==> config.mk <==
export PLATFORM = sky130hd
export DESIGN_NAME = sprite_tile_mover
export DESIGN_NICKNAME = d
export VERILOG_FILES = /design/src/rtl/pacman_map_pkg.sv /design/src/rtl/sprite_tile_mover_map_index_to_display_pos.sv /design/src/rtl/sprite_tile_mover.sv
export SDC_FILE = /design/constraint.sdc
export NUM_CORES = 1
export LEC_CHECK = 0
export CORE_MARGIN = 2
export CORE_UTILIZATION = 44
export CTS_CLUSTER_DIAMETER = 30
export DETAILED_ROUTE_END_ITERATION = 10
export GPL_TIMING_DRIVEN = 0
export PLACE_DENSITY = 0.7
export REMOVE_ABC_BUFFERS = 1
export SLEW_MARGIN = 25
export SYNTH_ARGS = -nofsm -noshare
export SYNTH_HDL_FRONTEND = slang
export SYNTH_SLANG_ARGS = --single-unit
==> constraint.sdc <==
create_clock -name clk -period 3.4 [get_ports clk]
set_input_delay 0.85 -clock clk [delete_from_list [all_inputs] [get_ports clk]]
set_output_delay 0.85 -clock clk [all_outputs]
set_load 0.02 [all_outputs]
==> src/rtl/pacman_map_pkg.sv <==
// Shared map geometry, direction and FSM encodings for sprite movement and rendering.
package pacman_map_pkg;

    localparam int TILE_SHIFT = 4;
    localparam int IDX_X_W    = 7;
    localparam int IDX_Y_W    = 6;
    localparam int POS_X_W    = 11;
    localparam int POS_Y_W    = 10;

    typedef enum logic [2:0] {
        DIR_N,
        DIR_S,
        DIR_E,
        DIR_W,
        DIR_NONE
    } dir_e;

    typedef enum logic {
        ST_IDLE,
        ST_MOVE
    } state_e;

endpackage

==> src/rtl/sprite_tile_mover_map_index_to_display_pos.sv <==
// Tile index to top-left display pixel; inverse of the display-to-map-index path.
module sprite_tile_mover_map_index_to_display_pos
    import pacman_map_pkg::*;
#(
    parameter int TILE_SHIFT = pacman_map_pkg::TILE_SHIFT
) (
    input  logic [IDX_X_W-1:0] idx_x,
    input  logic [IDX_Y_W-1:0] idx_y,
    output logic [POS_X_W-1:0] pos_x,
    output logic [POS_Y_W-1:0] pos_y
);

    assign pos_x = POS_X_W'(idx_x) << TILE_SHIFT;
    assign pos_y = POS_Y_W'(idx_y) << TILE_SHIFT;

endmodule

==> src/rtl/sprite_tile_mover.sv <==
// Steps one sprite pixel-by-pixel toward an adjacent target tile.
// Optional SPRITE_TUNNEL_WRAP_EN makes columns 127 and 0 adjacent.
module sprite_tile_mover
    import pacman_map_pkg::*;
#(
    parameter int TILE_SHIFT  = pacman_map_pkg::TILE_SHIFT,
    parameter int START_IDX_X = 1,
    parameter int START_IDX_Y = 1
) (
    input  logic               clk,
    input  logic               rst,
    input  logic               move_tick,
    input  logic               freeze,
    input  logic               target_valid,
    output logic               target_ready,
    input  logic [IDX_X_W-1:0] target_idx_x,
    input  logic [IDX_Y_W-1:0] target_idx_y,
    output logic [POS_X_W-1:0] pos_x,
    output logic [POS_Y_W-1:0] pos_y,
    output logic [IDX_X_W-1:0] curr_idx_x,
    output logic [IDX_Y_W-1:0] curr_idx_y,
    output logic               moving,
    output logic               arrived,
    output logic               target_err
);

    localparam logic [TILE_SHIFT:0] STEPS   = {1'b1, {TILE_SHIFT{1'b0}}};
    localparam logic [TILE_SHIFT:0] CNT_ONE = {{TILE_SHIFT{1'b0}}, 1'b1};
    localparam logic [IDX_X_W-1:0]  START_X = IDX_X_W'(START_IDX_X);
    localparam logic [IDX_Y_W-1:0]  START_Y = IDX_Y_W'(START_IDX_Y);

    state_e              state_q;
    dir_e                dir_q, dir_d;
    logic                bad_d;
    logic [TILE_SHIFT:0] cnt_q;
    logic [IDX_X_W-1:0]  tgt_x_q, curr_x_q;
    logic [IDX_Y_W-1:0]  tgt_y_q, curr_y_q;
    logic [POS_X_W-1:0]  pos_x_q, start_pos_x;
    logic [POS_Y_W-1:0]  pos_y_q, start_pos_y;
    logic                moving_q, arrived_q, err_q;
    logic                x_same, x_inc, x_dec, y_same, y_inc, y_dec;
    logic signed [IDX_Y_W:0] dy;

    sprite_tile_mover_map_index_to_display_pos #(.TILE_SHIFT(TILE_SHIFT)) u_start_pos (
        .idx_x (START_X),
        .idx_y (START_Y),
        .pos_x (start_pos_x),
        .pos_y (start_pos_y)
    );

`ifdef SPRITE_TUNNEL_WRAP_EN
    // Column difference taken modulo 128 so the tunnel edges are neighbours.
    logic [IDX_X_W-1:0] dx_mod;
    assign dx_mod = target_idx_x - curr_x_q;
    assign x_inc  = (dx_mod == {{(IDX_X_W-1){1'b0}}, 1'b1});
    assign x_dec  = (dx_mod == '1);
`else
    logic signed [IDX_X_W:0] dx;
    assign dx    = $signed({1'b0, target_idx_x}) - $signed({1'b0, curr_x_q});
    assign x_inc = (dx == 8'sd1);
    assign x_dec = (dx == '1);
`endif

    assign dy     = $signed({1'b0, target_idx_y}) - $signed({1'b0, curr_y_q});
    assign y_inc  = (dy == 7'sd1);
    assign y_dec  = (dy == '1);
    assign x_same = (target_idx_x == curr_x_q);
    assign y_same = (target_idx_y == curr_y_q);

    always_comb begin
        dir_d = DIR_NONE;
        bad_d = 1'b0;
        if (x_same && y_same)      dir_d = DIR_NONE;
        else if (x_inc && y_same)  dir_d = DIR_E;
        else if (x_dec && y_same)  dir_d = DIR_W;
        else if (x_same && y_inc)  dir_d = DIR_S;
        else if (x_same && y_dec)  dir_d = DIR_N;
        else                       bad_d = 1'b1;
    end

    assign target_ready = (state_q == ST_IDLE) && !freeze;

    always_ff @(posedge clk or posedge rst) begin
        if (rst) begin
            state_q   <= ST_IDLE;
            dir_q     <= DIR_NONE;
            cnt_q     <= '0;
            tgt_x_q   <= START_X;
            tgt_y_q   <= START_Y;
            curr_x_q  <= START_X;
            curr_y_q  <= START_Y;
            pos_x_q   <= start_pos_x;
            pos_y_q   <= start_pos_y;
            moving_q  <= 1'b0;
            arrived_q <= 1'b0;
            err_q     <= 1'b0;
        end else begin
            arrived_q <= 1'b0;
            err_q     <= 1'b0;
            case (state_q)
                ST_IDLE: begin
                    if (target_valid && target_ready) begin
                        if (bad_d) begin
                            err_q <= 1'b1;
                        end else if (dir_d == DIR_NONE) begin
                            arrived_q <= 1'b1;
                        end else begin
                            dir_q    <= dir_d;
                            tgt_x_q  <= target_idx_x;
                            tgt_y_q  <= target_idx_y;
                            cnt_q    <= STEPS;
                            moving_q <= 1'b1;
                            state_q  <= ST_MOVE;
                        end
                    end
                end
                ST_MOVE: begin
                    if (move_tick && !freeze) begin
                        case (dir_q)
                            DIR_E:   pos_x_q <= pos_x_q + 11'd1;
                            DIR_W:   pos_x_q <= pos_x_q - 11'd1;
                            DIR_S:   pos_y_q <= pos_y_q + 10'd1;
                            DIR_N:   pos_y_q <= pos_y_q - 10'd1;
                            default: ;
                        endcase
                        cnt_q <= cnt_q - CNT_ONE;
                        if (cnt_q == CNT_ONE) begin
                            curr_x_q  <= tgt_x_q;
                            curr_y_q  <= tgt_y_q;
                            arrived_q <= 1'b1;
                            moving_q  <= 1'b0;
                            state_q   <= ST_IDLE;
                        end
                    end
                end
                default: state_q <= ST_IDLE;
            endcase
        end
    end

    assign pos_x      = pos_x_q;
    assign pos_y      = pos_y_q;
    assign curr_idx_x = curr_x_q;
    assign curr_idx_y = curr_y_q;
    assign moving     = moving_q;
    assign arrived    = arrived_q;
    assign target_err = err_q;

endmodule

==> results.cfg, run 1 <==
[clock_tree]
numCtsBuffers = 9
cts_tree = yes
cts_max_level = 3
path_clk_slew_ns = 0.07
root_buffer = clkbuf_8
clk-insertion-delay-late_ns = 0.34
cts.sinks = 59
cts_hold_buffers = 0
clock_path_buffers = 2

[routing]
vias_per_cell = 5.412
post_drt_wl_per_cell_microns = 15.09
drc = 0
ant_nets = 0
drtPass1Iterations = 4
num_vias = 3166
routed_wl_microns = 8829
detail_route.iter0.violations = 103

[global_route]
grt_pass1_wl_microns = 14080
grt_antenna_before_repair = 0
grt_start_max_net_pins = 42
grt_pass1_vias = 3107
grt.overflow.total = 0
track_usage_pct = 17.83

[worst_setup_path]
crit_buf_inv = 2
path_class = in2reg
cp_data_arrival_time_ns = 3.61
critPathMaxFanout = 7
endpoint_kind = register
crit_chain = clkdlybuf4s50_1, ha_4, nor2b_1, a221oi_2, o311ai_4, nor4_4, a41oi_4, a21oi_4, buf_6, mux2_2
cpMaxStageDelayCell = clkdlybuf4s50_1
crit_required_ns = 3.64
cpPeakStageDelay_ns = 0.48
crit_path_start_kind = input port
crit_family = compound AO/OA/AOI/OAI gates

[synth]
synth-edff-count = 0
async_flop_share_pct = 100.0
synth_cell_type_count = 59
yosysWarningCount = 0
synth_cells = 400
ys_seq_elements = 59
synth_area_per_cell_sq_um = 9.650
netlist_area_sq_um = 3860
synth_top_flop_cell = dfrtp_1
ys_seq_area_share_pct = 38.48

[status]
status = complete, no violations

[sta]
skew_ns = 0.009548
slew_headroom_pct = 55.03
slew_viol_final = 0
fmax_mhz = 296.5
finalSetupViolations = 0
worst_slew_pin_slew_ns = 0.6730
hold_ws_ns = 0.4671
hold_viol_final = 0
fin_setup_tns_ns = 0
fin_crit_ns = 3.373
fin_crit_sh_pct = 99.21

[cells_and_area]
final_common_cell = dfrtp_1
layout.nets = 526
final_cells = 585
areaGrowthSynthToFinish_pct = 35.07
final_util_pct = 60.67
drive_above_1_share_pct = 22.01
diodes = 0
final_cell_mix = dfrtp_1, clkdlybuf4s50_1, inv_1

[placed_design]
port_buffers = 55
dp_cells = 555
gp_congestion = 0.8061
place_hpwl_microns = 5602

[pwr]
ir_drop_mv = 0.1804
p_leak_nw = 2.287
power.density_nw_per_um2 = 313.4

[floorplan]
die_area_sq_um = 9537
ios = 56
start_util_pct = 44.92
die_y_microns = 97.66
row_count = 34
die_x_microns = 97.66
coreArea_sq_um = 8593

[job]
maxCapViolations = 0

[hold_path]
hold_path_class = reg2reg
stage by stage:
stage | cell area, sq um | total power, mW | worst slack, ns
finish | 5214 | 1.634 | 0.02693
global route | 5214 | 1.708 | -0.05278
CTS | 4910 | 1.616 | -0.01459
detailed placement | 4529 | 0.9487 | -0.9420
global placement | 4499 | 0.9409 | -1.210
floorplan | 3814 | 0.8789 | -0.1931
logic make-up (layout without fill, tap and decap cells):
group	Yosys count	count (layout)	share of synthesized area, %
AND/OR/NAND/NOR	123	123	16.79
multiplexers	29	29	8.395
adder cells (fa/ha/maj)	36	36	12.45
AO/OA/AOI/OAI	87	88	14.68
buffers and inverters	47	123	4.895
XOR/XNOR	19	19	4.311
flip-flops	59	59	38.48
power breakdown:
group	internal (mW)	total [mW]	switching [mW]
registers	0.712	0.720	0.00825
clock network	0.355	0.650	0.295
logic	0.122	0.264	0.142
total	1.19	1.63	0.445
cells in the mapped netlist (8+ instances only):
cell type | count | area (sq um)
a21oi_1 | 17 | 85.08
dfrtp_1 | 52 | 1301
ha_1 | 32 | 400.4
inv_1 | 38 | 142.6
mux2_2 | 27 | 304.0
nand2_1 | 32 | 120.1
nand3_1 | 10 | 50.05
nor2_1 | 24 | 90.09
nor2b_1 | 8 | 50.05
nor3_1 | 8 | 40.04
o21ai_0 | 26 | 130.1
xnor2_1 | 8 | 70.07
xor2_1 | 11 | 96.34
final timing paths:
path	slack (ns)	start	to	depth (start not counted)
max	0.03	target_idx_y[5]	tgt_y_q[3]$_DFFE_PP0P_	10
max in group asynchronous	2.07	rst	dir_q[2]$_DFFE_PP1P_	3
max reg2reg	0.41	curr_idx_y[0]$_DFFE_PP1P_	tgt_y_q[3]$_DFFE_PP0P_	10
min in group asynchronous	0.79	rst	curr_idx_y[4]$_DFFE_PP0P_	2
min	0.47	pos_x[10]$_DFFE_PP0P_	pos_x[10]$_DFFE_PP0P_	1
min reg2reg	0.47	pos_x[10]$_DFFE_PP0P_	pos_x[10]$_DFFE_PP0P_	1
registers in the layout, summed over array words and instances, names as in the netlist, 3 cells and up:
signal and cells:
cnt_q 5, curr_idx_x 7, tgt_x_q 7, tgt_y_q 6, curr_idx_y 6, dir_q 3, pos_y 10, pos_x 11
per-layer routing:
layer / part of all wire (%) / GRT usage (%) / vias up
li1: - / - / 1586
met1: 45 / 23.10 / 1507
met2: 50 / 30.29 / 64
met3: 3.8 / 3.094 / 9
met4: 1.1 / 5.769 / 0
met5: 0 / 0 / -
area by class of cell:
class	instances	area, sq um
timing repair buffer	69	706.9
sequential	59	1485
fill	697	3379
tap	108	135.1
inverter	38	145.1
clock buffer	11	141.4
clock inverter	5	52.55
multi-input combinational	295	2547
repair_timing:
action	4_1_cts	5_1_grt
buffers inserted	8	5
hold endpoints to repair	0	0
resized for setup	19	51
pin swaps	4	17
gates cloned	1	0
endpoints found under the setup margin	23	21
(Power assumes the default switching activity.)
==> run 2: changes to the inputs <==
Settings changed: CORE_UTILIZATION 44 to 25, GPL_TIMING_DRIVEN 0 to unset, PLACE_DENSITY 0.7 to 0.46.
==> run 2 against run 1 <==
Net effect:
- wire length up 6.9%
- sequential power about the same
- total power up 10%
- via count up 4.0%
- clock power up 26%
- utilization down 26 points
- setup slack better by 0.0086 ns
- non-clock buffer count up 23
- die area up 72%
==> results.cfg, run 2 (synthesis gave the netlist of run 1 again) <==
[pwr]
ir_drop_mv = 0.2442
power.density_nw_per_um2 = 339.7
p_leak_nw = 2.327

[sta]
fmax_mhz = 297.2
slew_viol_final = 0
fin_crit_sh_pct = 98.96
worst_slew_pin_slew_ns = 0.6266
fin_crit_ns = 3.365
hold_viol_final = 0
finalSetupViolations = 0
hold_ws_ns = 0.4629
fin_setup_tns_ns = 0
skew_ns = 0.008254
slew_headroom_pct = 58.16

[worst_setup_path]
setup.worst_path.start = target_idx_x[6]
cp_data_arrival_time_ns = 3.58
cpPeakStageDelay_ns = 0.46
cpMaxStageDelayCell = clkdlybuf4s50_1
endpoint_kind = register
crit_family = simple AND/OR/NAND/NOR gates
rr_startpoint = curr_idx_y[0]$_DFFE_PP1P_
critPathMaxFanout = 7
crit_required_ns = 3.61
path_class = in2reg
crit_path_start_kind = input port
crit_buf_inv = 2
crit_chain = clkdlybuf4s50_1, ha_4, nand4_2, or3_4, or3_1, nor4_2, a41oi_1, a21oi_2, buf_6, mux2_2

[routing]
post_drt_wl_per_cell_microns = 13.76
detail_route.iter0.violations = 93
vias_per_cell = 4.799
drtPass1Iterations = 4
num_vias = 3292
routed_wl_microns = 9438
ant_nets = 0
drc = 0

[floorplan]
start_util_pct = 25.49
die_y_microns = 128.3
die_x_microns = 128.3
row_count = 45
coreArea_sq_um = 15150
ios = 56
die_area_sq_um = 16450

[placed_design]
place_hpwl_microns = 6937
post_dp_cell_area_sq_um = 4882
gp_congestion = 0.7949
port_buffers = 55

[global_route]
grt_antenna_before_repair = 0
track_usage_pct = 12.27
grt.overflow.total = 0
grt_pass1_wl_microns = 15780
grt_pass1_vias = 3256
grt_start_max_net_pins = 34

[hold_path]
hold_path_class = reg2reg
hold_start = pos_x[10]$_DFFE_PP0P_

[status]
status = complete, no violations

[cells_and_area]
drive_above_1_share_pct = 21.89
diodes = 0
final_cell_mix = dfrtp_1, clkdlybuf4s50_1, inv_1
areaGrowthSynthToFinish_pct = 37.67
layout.nets = 548
final_util_pct = 35.08
largest_reg_flops = 11
final_area_sq_um = 5314
final_common_cell = dfrtp_1

[clock_tree]
path_clk_slew_ns = 0.05
numCtsBuffers = 9
clk-insertion-delay-late_ns = 0.34
root_buffer = clkbuf_16
cts.sinks = 59
cts_max_level = 3
clock_path_buffers = 2
cts_tree = yes

[job]
maxCapViolations = 0
-- run 2: what timing repair did --
item                       in CTS  in global routing
gates cloned                    0                  0
setup endpoints to repair      12                 23
setup buffers                   0                  1
pin swaps                       0                 14
hold buffers                    0                  0
resized for setup               3                 29
-- run 2: report_power, final --
part	total, mW	switching [mW]	internal, mW
combinational	0.266	0.138	0.128
clock	0.818	0.308	0.509
sequential	0.722	0.00817	0.714
-- run 2: layout make-up --
type | count | area, sq um
tap | 188 | 235.2
inverter | 38 | 142.6
fill | 1537 | 9832
multi-input combinational | 294 | 2331
sequential | 59 | 1485
clock buffer | 15 | 257.7
timing repair buffer | 92 | 862.1
-- run 2: layer usage --
metal | up-vias | global-route usage, % | part of all wire (%)
met1 | 1593 | 14.83 | 44
met5 | - | 0 | 0
met2 | 56 | 20.15 | 50
met4 | 0 | 4.590 | 1.9
li1 | 1627 | - | -
met3 | 16 | 4.257 | 4.5
-- run 2: per-stage QoR --
step / setup WS [ns] / cells / total power [mW]
6_report: 0.03549 / 686 / 1.805
5_1_grt: -0.03406 / 686 / 1.909
4_1_cts: -0.001659 / 685 / 1.826
3_5_place_dp: -0.3684 / 670 / 0.9808
3_3_place_gp: -0.3635 / 670 / 0.9780
2_1_floorplan: -0.1931 / 391 / 0.8789
-- run 2: final timing paths --
| path | slack (ns) | depth (start not counted) | endpoint |
|---|---|---|---|
| setup / recovery | 0.04 | 10 | tgt_y_q[3]$_DFFE_PP0P_ |
| min in group asynchronous | 0.92 | 2 | pos_x[10]$_DFFE_PP0P_ |
| max in group asynchronous | 1.79 | 3 | curr_idx_y[0]$_DFFE_PP1P_ |
| hold / removal | 0.46 | 1 | pos_x[10]$_DFFE_PP0P_ |
| setup reg to reg | 0.45 | 11 | tgt_y_q[3]$_DFFE_PP0P_ |
| hold reg to reg | 0.46 | 1 | pos_x[10]$_DFFE_PP0P_ |
==> run 3: changes to the inputs <==
Settings changed: CORE_UTILIZATION 25 to 55, PLACE_DENSITY 0.46 to 0.84.
==> run 3 against run 2 <==
Net effect:
- the run now ends with setup timing left
- first-iteration DRC count rose to 2.8 times the previous value
- global-route usage rose by 13 points
- utilization rose by 43 points
- clock skew rose by 0.0051 ns
- die area fell by 53%
- critical path depth did not move
- setup slack got worse by 0.27 ns
- via count rose by 6.2%
- final cell count fell by 13%
- cell area rose by 0.19%
- register-to-register slack got worse by 0.20 ns
- fmax fell by 7.4%
- largest cell class unchanged
==> results.cfg, run 3 (synthesis gave the netlist of run 1 again) <==
[status]
status = finished, violations left
violations = setup timing

[pwr]
p_int_mw = 1.333
pwr-share-comb_pct = 16.3
total_power_mw = 1.818
p_leak_nw = 2.389
p_clk_share_pct = 44.1
swShare_pct = 26.69
p_switching_uw = 485.4
ir_drop_mv = 0.2656
power.density_nw_per_um2 = 341.6
seq_power_share_pct = 39.6

[cells_and_area]
seqCellArea_sq_um = 1485
largest_reg_flops = 11
diodes = 0
final_common_cell = dfrtp_1
final_cell_mix = dfrtp_1, clkdlybuf4s50_1, inv_1
drive_above_1_share_pct = 26.25
layout.nets = 548
multiInputGateArea_sq_um = 2474
areaGrowthSynthToFinish_pct = 37.93
nFillCells = 418
final_area_sq_um = 5324
final_util_pct = 78.36
final_cells = 595

[job]
maxCapViolations = 0

[placed_design]
post_dp_cell_area_sq_um = 4732
place_hpwl_microns = 6258
port_buffers = 55
gp_congestion = 0.8992
dp_cells = 575

[global_route]
grt_pass1_wl_microns = 14810
grt_pass1_vias = 3283
track_usage_pct = 24.77
grt_antenna_before_repair = 0
grt_start_max_net_pins = 24
grt.overflow.total = 0

[floorplan]
start_util_pct = 56.81
die_y_microns = 87.78
row_count = 30
coreArea_sq_um = 6794
ios = 56
die_area_sq_um = 7704
die_x_microns = 87.78

[clock_tree]
root_buffer = clkbuf_8
numCtsBuffers = 9
cts_max_level = 3
cts_tree = yes
clock_path_buffers = 2
cts.sinks = 59
path_clk_slew_ns = 0.07
cts_hold_buffers = 0
clk-insertion-delay-late_ns = 0.37

[sta]
hold_ws_ns = 0.4662
hold_viol_final = 0
slew_viol_final = 0
finalSetupViolations = 22
fin_crit_sh_pct = 106.8
fin_crit_ns = 3.632
fmax_mhz = 275.3
worst_slew_pin_slew_ns = 0.6536
slew_headroom_pct = 56.32
worst_slack_ns = -0.2319
skew_ns = 0.01335

[worst_setup_path]
endpoint_kind = register
path_class = in2reg
crit_chain = clkdlybuf4s50_1, ha_2, nand4_1, nor3_1, nor4b_4, nand3_1, a2bb2oi_1, a21oi_2, buf_6, mux2_2
cp_data_arrival_time_ns = 3.87
cpPeakStageDelay_ns = 0.44
cpMaxStageDelayCell = clkdlybuf4s50_1
crit_family = simple AND/OR/NAND/NOR gates
crit_path_start_kind = input port
crit_required_ns = 3.64
crit_buf_inv = 2
critPathMaxFanout = 7

[routing]
post_drt_wl_per_cell_microns = 18.14
num_vias = 3497
routed_wl_microns = 10790
ant_nets = 0
vias_per_cell = 5.877
detail_route.iter0.violations = 259
drtPass1Iterations = 4
drc = 0

[hold_path]
hold_path_class = reg2reg
-- run 3: cell count changes in the layout (fill, tap and decap cells not counted), sizes merged --
cell,change
clkbuf,-6
clkdlybuf4s50,-5
dlymetal6s2s,+5
bufinv,+3
clkinv,+3
clkinvlp,+1
-- run 3: layout make-up --
class / count / share of cell area [%]
Multi-Input combinational cell: 294 / 46.46
Sequential cell: 59 / 27.90
Timing Repair Buffer: 92 / 16.19
Inverter: 38 / 2.679
Clock buffer: 9 / 2.327
Tap cell: 96 / 2.256
Clock inverter: 7 / 2.186
-- run 3: routing by layer --
layer / track usage, % / vias to the layer above / share of wire [%]
met5: 0 / - / 0
met4: 11.89 / 0 / 4.4
met3: 4.807 / 51 / 4.7
met2: 43.25 / 135 / 52
met1: 29.21 / 1687 / 39
li1: - / 1624 / -
-- run 3: worst paths after layout --
path	slack, ns	startpoint	cells after the start	end
min in group asynchronous	0.81	rst	2	pos_y[2]$_DFFE_PP0P_
hold reg to reg	0.47	pos_y[9]$_DFFE_PP0P_	1	pos_y[9]$_DFFE_PP0P_
setup reg to reg	0.25	curr_idx_x[4]$_DFFE_PP0P_	10	tgt_x_q[2]$_DFFE_PP0P_
max in group asynchronous	1.88	rst	3	pos_x[4]$_DFFE_PP1P_
hold / removal	0.47	pos_y[9]$_DFFE_PP0P_	1	pos_y[9]$_DFFE_PP0P_
setup / recovery	-0.23	target_idx_y[2]	10	tgt_x_q[2]$_DFFE_PP0P_
-- run 3: power by group through the flow --
stage	logic [mW]	clock network [mW]	registers, mW
after floorplan	0.140	0	0.739
after global routing	0.318	0.836	0.721
after global placement	0.230	0	0.733
after detailed placement	0.239	0	0.733
after CTS	0.250	0.801	0.720
final	0.296	0.802	0.720
-- run 3: timing repair --
action,4_1_cts,5_1_grt
pin swaps,5,19
setup buffers,2,2
gates resized for setup,10,48
endpoints found under the hold margin,0,0
setup endpoints to repair,19,23
-- run 3: per-stage QoR --
stage	worst slack, ns	setup TNS [ns]
final	-0.2319	-3.603
after global routing	-0.3333	-6.090
after CTS	0.004795	0
after detailed placement	-0.4729	-9.525
after global placement	-0.3267	-6.436
after floorplan	-0.1931	-2.448
